[config.mk]
export PLATFORM = sky130hd
export DESIGN_NAME = bin2bcd_seq
export DESIGN_NICKNAME = d
export VERILOG_FILES = /design/src/rtl/calc_pkg.sv /design/src/rtl/bcd_add3.sv /design/src/rtl/bin2bcd_seq.sv
export SDC_FILE = /design/constraint.sdc
export NUM_CORES = 1
export LEC_CHECK = 0
export CORE_ASPECT_RATIO = 0.6
export CORE_MARGIN = 2
export CORE_UTILIZATION = 55
export CTS_CLUSTER_DIAMETER = 30
export DETAILED_ROUTE_END_ITERATION = 10
export GPL_TIMING_DRIVEN = 0
export PLACE_DENSITY = 0.76
export SETUP_SLACK_MARGIN = 0.1
export SLEW_MARGIN = 20
export SYNTH_ARGS = -nofsm -noshare
export SYNTH_HDL_FRONTEND = slang
export SYNTH_SLANG_ARGS = --single-unit
[constraint.sdc]
create_clock -name clk -period 1.45 [get_ports clk]
set_input_delay 0.29 -clock clk [delete_from_list [all_inputs] [get_ports clk]]
set_output_delay 0.29 -clock clk [all_outputs]
set_load 0.05 [all_outputs]
[src/rtl/calc_pkg.sv]
// calc_pkg: shared types and constants for the binary-to-BCD display path
package calc_pkg;
  typedef enum logic [1:0] {IDLE, SHIFT, DONE} state_e;
  localparam logic [3:0] BCD_ERR = 4'hE;
  function automatic int unsigned max_dec(input int digits);
    int unsigned r;
    r = 1;
    for (int k = 0; k < digits; k++) r = r * 10;
    return r - 1;
  endfunction
  localparam int unsigned MAX_DEC = max_dec(4);
endpackage

[src/rtl/bcd_add3.sv]
// bcd_add3: double-dabble nibble correction, adds 3 when the digit is 5 or more
//   d : accumulator nibble in
//   q : corrected nibble out
module bcd_add3 (
  input  logic [3:0] d,
  output logic [3:0] q
);
  always_comb q = (d >= 4'd5) ? d + 4'd3 : d;
endmodule

[src/rtl/bin2bcd_seq.sv]
// bin2bcd_seq: iterative shift-add-3 binary to packed BCD converter, one bit per clock
//   clk, rst_n     : clock, asynchronous active-low reset
//   start, bin     : conversion request and value, taken only when idle
//   busy, done     : conversion in progress, one-cycle result strobe
//   bcd, ovf, neg  : packed digits (nibble 0 = ones), overflow, sign
//   SIGNED_INPUT_EN: define to treat bin as two's complement and drive neg
module bin2bcd_seq
  import calc_pkg::*;
#(
  parameter int WIDTH  = 16,
  parameter int DIGITS = 4
) (
  input  logic                clk,
  input  logic                rst_n,
  input  logic                start,
  input  logic [WIDTH-1:0]    bin,
  output logic                busy,
  output logic                done,
  output logic [4*DIGITS-1:0] bcd,
  output logic                ovf,
  output logic                neg
);
  localparam int AW = 4 * (DIGITS + 1);
  localparam int CW = $clog2(WIDTH + 1);
  state_e              state_q, state_d;
  logic [CW-1:0]       cnt_q, cnt_d;
  logic [AW-1:0]       acc_q, acc_d, adj;
  logic [WIDTH-1:0]    sh_q, sh_d, mag;
  logic                busy_q, busy_d, done_q, done_d, ovf_q, ovf_d, ovf_w;
  logic [4*DIGITS-1:0] bcd_q, bcd_d;
  for (genvar i = 0; i <= DIGITS; i++) begin : g_add3
    bcd_add3 u_add3 (.d(acc_q[4*i +: 4]), .q(adj[4*i +: 4]));
  end
  // the extra top digit is only nonzero when the value exceeds DIGITS decimal digits
  assign ovf_w = |acc_q[AW-1 -: 4];
`ifdef SIGNED_INPUT_EN
  logic sign_q, sign_d, neg_q, neg_d;
  // -2^(WIDTH-1) negates to itself, which read unsigned is the correct magnitude
  assign mag = bin[WIDTH-1] ? -bin : bin;
  assign neg = neg_q;
`else
  assign mag = bin;
  assign neg = 1'b0;
`endif
  always_comb begin
    state_d = state_q;
    cnt_d   = cnt_q;
    acc_d   = acc_q;
    sh_d    = sh_q;
    busy_d  = busy_q;
    done_d  = 1'b0;
    bcd_d   = bcd_q;
    ovf_d   = ovf_q;
`ifdef SIGNED_INPUT_EN
    sign_d  = sign_q;
    neg_d   = neg_q;
`endif
    case (state_q)
      IDLE: if (start) begin
        state_d = SHIFT;
        cnt_d   = CW'(WIDTH);
        acc_d   = '0;
        sh_d    = mag;
        busy_d  = 1'b1;
`ifdef SIGNED_INPUT_EN
        sign_d  = bin[WIDTH-1];
`endif
      end
      SHIFT: begin
        {acc_d, sh_d} = {adj, sh_q} << 1;
        cnt_d   = cnt_q - CW'(1);
        state_d = (cnt_q == CW'(1)) ? DONE : SHIFT;
      end
      DONE: begin
        state_d = IDLE;
        busy_d  = 1'b0;
        done_d  = 1'b1;
        ovf_d   = ovf_w;
        bcd_d   = ovf_w ? {DIGITS{BCD_ERR}} : acc_q[4*DIGITS-1:0];
`ifdef SIGNED_INPUT_EN
        neg_d   = sign_q && |acc_q;
`endif
      end
      default: state_d = IDLE;
    endcase
  end
  always_ff @(posedge clk or negedge rst_n) begin
    if (!rst_n) begin
      state_q <= IDLE;
      cnt_q   <= '0;
      acc_q   <= '0;
      sh_q    <= '0;
      busy_q  <= 1'b0;
      done_q  <= 1'b0;
      bcd_q   <= '0;
      ovf_q   <= 1'b0;
`ifdef SIGNED_INPUT_EN
      sign_q  <= 1'b0;
      neg_q   <= 1'b0;
`endif
    end else begin
      state_q <= state_d;
      cnt_q   <= cnt_d;
      acc_q   <= acc_d;
      sh_q    <= sh_d;
      busy_q  <= busy_d;
      done_q  <= done_d;
      bcd_q   <= bcd_d;
      ovf_q   <= ovf_d;
`ifdef SIGNED_INPUT_EN
      sign_q  <= sign_d;
      neg_q   <= neg_d;
`endif
    end
  end
  assign busy = busy_q;
  assign done = done_q;
  assign bcd  = bcd_q;
  assign ovf  = ovf_q;
endmodule
==> flow_summary.yaml, run 1 <==
run_status:
  outcome: "finished, final reports clean"
clock_network:
  htree_levels: 3
  cts_tree: "done"
  cts-buffers-inserted: 9
  clk_transition_reported_paths_ns: 0.06
  cts.sinks: 62
  root_buffer: "clkbuf_8"
  clk_latency_ns: 0.35
  cts_buffer_depth: 2
global_route:
  grt_pass1_vias: 2541
  grt_max_degree: 52
  grt_overflow: 0
  globalRouteTotalUtil_pct: 26.93
  grt_pass1_wl_um: 13070
  antenna_found_initial: 0
sta:
  slew_headroom_pct: 65.71
  fin_skew_ns: 0.01161
  worstMarginPinSlew_ns: 0.5144
  min_period_ns: 1.375
  setup_slack_ns: 0.07462
  rsz0062_at_grt: "yes"
  hold_viol_final: 0
  setup_violations: 0
  finalCritPeriodShare_pct: 94.85
  max_freq_ghz: 0.7271
  drv_slew: 0
worst_setup_path:
  required_ns: 1.66
  cp-end-kind: "register"
  worstPathMaxFanout: 10
  worstSetupPathType: "register to register"
  max_stage_delay_ns: 0.46
  cp-start-kind: "register"
  cp_data_arrival_time_ns: 1.59
  path_cells: "and2b_4, buf_12, buf_8, a22oi_1, o21ai_1"
  crit_path_top_delay_cell: "dfrtp_2"
floorplan:
  placementRows: 21
  die_area_mm2: 0.006427
  die_width_um: 102.2
  die_y_um: 62.91
  core_area_mm2: 0.005570
  ios: 39
  initial_core_util_pct: 57.10
final_layout:
  antenna_cells: 0
  syn_to_final_growth_pct: 34.19
  stdcell_area_mm2: 0.004268
  drive_above_1_share_pct: 34.02
  nets: 418
  utilization_pct: 76.62
  stdcell_count: 471
synthesis:
  synth.distinct_cells: 41
  yosysSeqAreaShare_pct: 48.78
  syn_area_per_cell_um2: 10.19
  synth_top_area_share_pct: 48.78
  yosys_warnings: 0
  synth.net_count: 344
  yosys_register_bits: 62
  ys.flop_type: "dfrtp_1"
  synth_edf_count: 0
  syn_inst: 312
  syn_area_mm2: 0.003181
  async_reset_ff_share_pct: 100.0
  synth_top_area_cell: "dfrtp_1"
  synthTopCellsByArea: "dfrtp_1 49%, ha_1 5.1%, nor2b_1 4.1%, a22oi_1 3.5%, a21oi_1 3.0%"
drt:
  initialDrtViolationCount: 218
  route.vias.total: 2779
  drc: 0
  first_pass_iters: 5
  viasPerCell: 5.900
  drtAntennaViolNets: 0
  wl_per_cell_um: 17.93
  wl_um: 8444
power_and_ir_drop:
  power_density_mw_per_mm2: 2074
  ir_drop_mv: 1.267
  cellLeakagePower_nw: 1.920
  power.total_mw: 8.851
job:
  maxCapViolCount: 0
place:
  dp_cells: 430
  port_buffers: 37
  placed_cell_area_mm2: 0.003676
  dpl.hpwl_um: 5323
  gp_congestion: 0.8651
  pre_cts_ws_ns: -0.4181
min_path:
  hold_path_class: "primary input to asynchronous set/reset pin"
[state kept, by name, indices dropped and copies added, names as in the netlist]
name and cells:
busy 1, state_q 2, ovf 1, done 1, sh_q 16, bcd 16, cnt_q 5, acc_q 20
[logic make-up (layout without fill, tap and decap cells)]
logic type,Yosys count,after routing,synth area share [%]
simple gates,74,74,12.12
fa+ha+maj,13,13,5.114
mux,1,1,0.3147
xor+xnor,4,4,1.101
flops,62,62,48.78
other cells,1,1,0.1179
compound gates,115,115,25.92
buf+inv,42,121,6.530
[power by group]
group	total (mW)	switching (mW)	leakage, nW	internal (mW)
combinational	4.69	2.63	1.03	2.06
sequential	2.87	0.504	0.800	2.36
clock	1.30	0.649	0.0926	0.651
[per-stage QoR]
| stage | hold slack, ns | TNS, ns |
|---|---|---|
| after floorplan | -0.005591 | 0 |
| after detailed placement | 0.1450 | -13.73 |
| after global placement | 0.4616 | -129.08 |
| final | 0.3287 | 0 |
| after global routing | 0.3420 | 0 |
| after CTS | 0.3195 | 0 |
[critical path, delay by kind of cell, from the launching register on]
kind	cells	cell delay [ns]
AO/OA/AOI/OAI	2	0.29
buffers and inverters	2	0.29
flip-flops	1	0.46
AND/OR/NAND/NOR	1	0.20
[Yosys cell counts (2+ instances only)]
| cell type | n |
|---|---|
| inv_1 | 24 |
| a22oi_1 | 15 |
| a21oi_2 | 9 |
| o31ai_1 | 5 |
| nand2b_1 | 8 |
| o211ai_1 | 6 |
| nor2b_1 | 21 |
| a21oi_1 | 19 |
| nor2_1 | 16 |
| o21a_1 | 5 |
| o2111ai_1 | 10 |
| o221ai_2 | 4 |
| xnor2_1 | 4 |
| nand2_1 | 19 |
| buf_2 | 4 |
| nand3_1 | 2 |
| buf_6 | 3 |
| clkbuf_1 | 4 |
| dfrtp_1 | 62 |
| o21ai_1 | 19 |
| buf_4 | 6 |
| ha_1 | 13 |
| a32o_1 | 5 |
| o32ai_1 | 4 |
| o21ai_0 | 9 |
[final cells by class]
class	instances	area, um^2
multi-input cells	208	1612
flip-flops and latches	62	1554
fillers	385	1303
repair buffers	63	538.0
plain buffers	17	198.9
clock buffers	11	141.4
well taps	80	100.1
inverters	25	98.84
clock inverters	5	25.02
[layout by cell type (no fill, tap or decap), drive strengths merged, types with 2 or more instances in the layout]
cell type | netlist | final
inv | 25 | 25
a21oi | 28 | 28
clkdlybuf4s50 | 0 | 16
a22oi | 15 | 15
ha | 13 | 13
nor2b | 21 | 21
xnor2 | 4 | 4
clkinv | 0 | 5
o21a | 5 | 5
dfrtp | 62 | 62
o32ai | 4 | 4
buf | 13 | 57
nor2 | 16 | 16
nand3 | 2 | 2
o31ai | 5 | 5
clkbuf | 4 | 15
a32o | 5 | 5
o21ai | 28 | 28
nand2 | 19 | 19
o211ai | 6 | 6
nand2b | 9 | 9
o221ai | 5 | 5
and3 | 2 | 2
o2111ai | 10 | 10
[per-layer routing]
metal / vias to the layer above / global-route usage [%] / wire, um / share of wire (%)
met5: - / 0 / 0 / 0
met2: 98 / 37.25 / 3846 / 46
li1: 1266 / - / - / -
met1: 1406 / 41.83 / 3969 / 47
met3: 9 / 6.823 / 540 / 6.4
met4: 0 / 7.000 / 87 / 1.0
[final timing paths]
check / start / endpoint / slack (ns) / depth (start not counted)
setup / recovery: state_q[0] / sh_q[1] / 0.07 / 5
hold / removal: rst_n / acc_q[5] / 0.33 / 2
setup reg to reg: state_q[0] / sh_q[1] / 0.07 / 5
hold reg to reg: bcd[4] / bcd[4] / 0.49 / 2
max in group asynchronous: rst_n / state_q[1] / 0.63 / 3
min in group clk: bcd[4] / bcd[4] / 0.49 / 2
[repair_timing]
| item | CTS | global route |
|---|---|---|
| pin swaps | 5 | 9 |
| endpoints found under the setup margin | 70 | 49 |
| gates cloned | 1 | 2 |
| setup buffers | 12 | 9 |
| hold buffers | 1 | 0 |
| hold endpoints to repair | 11 | 0 |
| resized for setup | 132 | 46 |
Power figures use the tool's default switching activity.
==> inputs of run 2 (changes only) <==
--- a/config.mk
+++ b/config.mk
@@ -12,3 +12,2 @@
 export DETAILED_ROUTE_END_ITERATION = 10
-export GPL_TIMING_DRIVEN = 0
 export PLACE_DENSITY = 0.76
--- a/constraint.sdc
+++ b/constraint.sdc
@@ -3,2 +3,2 @@
 set_output_delay 0.29 -clock clk [all_outputs]
-set_load 0.05 [all_outputs]
+set_load 0.01 [all_outputs]
==> flow_summary.yaml, run 2 (synthesized netlist as in run 1, its figures left out) <==
power_and_ir_drop:
  ir_drop_mv: 1.345
  cellLeakagePower_nw: 1.948
  power_density_mw_per_mm2: 2064
final_layout:
  multi_input_area_mm2: 0.001612
  syn_to_final_growth_pct: 35.56
  top_register: "acc_q"
  nets: 419
  final_common_cell: "dfrtp_1"
  n_fill_cell: 379
  antenna_cells: 0
  largest_reg_flops: 20
  layout_common_cells: "60 x dfrtp_1, 36 x buf_4, 19 x a21oi_1, 19 x o21ai_1, 19 x nand2_1"
  seq_area_mm2: 0.001554
  drive_above_1_share_pct: 28.83
  utilization_pct: 77.40
floorplan:
  ios: 39
  initial_core_util_pct: 57.10
  core_area_mm2: 0.005570
  die_width_um: 102.2
  placementRows: 21
  die_y_um: 62.91
  die_area_mm2: 0.006427
global_route:
  grt_max_degree: 52
  grt_pass1_vias: 2517
  antenna_found_initial: 0
  grt_overflow: 0
  grt_pass1_wl_um: 12470
  globalRouteTotalUtil_pct: 25.39
clock_network:
  cts-buffers-inserted: 9
  clk_transition_reported_paths_ns: 0.06
  cts.sinks: 62
  root_buffer: "clkbuf_8"
  htree_levels: 3
  cts_tree: "done"
  clk_latency_ns: 0.35
  cts_buffer_depth: 2
run_status:
  outcome: "finished, final reports clean"
job:
  maxCapViolCount: 0
sta:
  min_period_ns: 1.353
  max_freq_ghz: 0.7389
  finalCritPeriodShare_pct: 93.34
  setup_violations: 0
  hold_viol_final: 0
  fin_skew_ns: 0.006578
  drv_slew: 0
  final.setup.tns_ns: 0
  rsz0062_at_grt: "yes"
drt:
  initialDrtViolationCount: 184
  wl_per_cell_um: 17.28
  drc: 0
  route.vias.total: 2686
  viasPerCell: 5.691
  top_layer_used: "met4"
  drtAntennaViolNets: 0
  first_pass_iters: 4
  route.layer.met1.wl_um: 3928
  dr_wl_met3_um: 389
  wl_met2_um: 3739
  wl_um: 8154
min_path:
  hold_path_class: "primary input to asynchronous set/reset pin"
worst_setup_path:
  crit_start: "acc_q[13]"
  r2r_slack_ns: 0.1
  required_ns: 1.66
  cp_data_arrival_time_ns: 1.57
  cp-start-kind: "register"
  r2r_cells: 5
  worstReg2RegStart: "acc_q[13]"
  worstPathMaxFanout: 3
  reg2reg_to: "acc_q[13]"
  cp-end-kind: "register"
  worstSetupPathType: "register to register"
place:
  dpl.hpwl_um: 5136
  gp_congestion: 0.7829
  port_buffers: 37
==> run 2: area by class of cell <==
class                           instances  share of cell area (%)
Clock buffer                           13                   3.918
Inverter                               25                   2.176
Timing Repair Buffer                   80                   16.66
Tap cell                               80                   2.322
Multi-Input combinational cell        209                   37.38
Clock inverter                          3                   1.509
Sequential cell                        62                   36.04
==> run 2: layer usage <==
metal  global-route usage (%)  vias to the layer above
li1                         -                     1271
met1                    36.69                     1336
met2                    36.92                       66
met3                    7.718                       13
met4                    7.333                        0
met5                        0                        -
==> run 2: repair_timing <==
| action | 4_1_cts | 5_1_grt |
|---|---|---|
| cloned | 0 | 1 |
| setup endpoints to repair | 33 | 47 |
| setup buffers | 3 | 9 |
| hold buffers | 1 | 0 |
| pin swaps | 5 | 6 |
| gates resized for setup | 41 | 33 |
| endpoints found under the hold margin | 11 | 0 |
==> run 2: per-stage QoR <==
stage	cells	hold slack, ns	area, um^2	power [mW]	setup slack (ns)
after CTS	462	0.3505	4106	8.308	0.08959
after floorplan	312	-0.005591	3181	5.124	0.1696
after global placement	442	0.1894	3795	6.241	-0.07060
after detailed placement	442	0.1898	3795	6.399	-0.1222
after global routing	472	0.3905	4312	9.496	0.02292
final	472	0.3678	4312	8.901	0.09659
==> run 2: where the power goes <==
part | internal (mW) | switching [mW] | total, mW
Clock | 1.11 | 0.662 | 1.77
Combinational | 2.10 | 2.15 | 4.25
Sequential | 2.36 | 0.518 | 2.88
==> run 2: worst max-delay path, stage by stage, from the launching register on <==
cell       delay [ns]
dfrtp_1          0.41
inv_2            0.09
ha_4             0.17
nor2b_4          0.13
o2111ai_1        0.29
o221ai_2         0.14
==> run 2: worst max path at each step <==
stage	slack, ns	to	cells past startpoint
floorplan	0.17	acc_q[8]	5
global placement	-0.07	acc_q[11]	5
detailed placement	-0.12	acc_q[19]	5
CTS	0.09	acc_q[18]	5
global route	0.02	acc_q[16]	5
finish	0.1	acc_q[13]	5
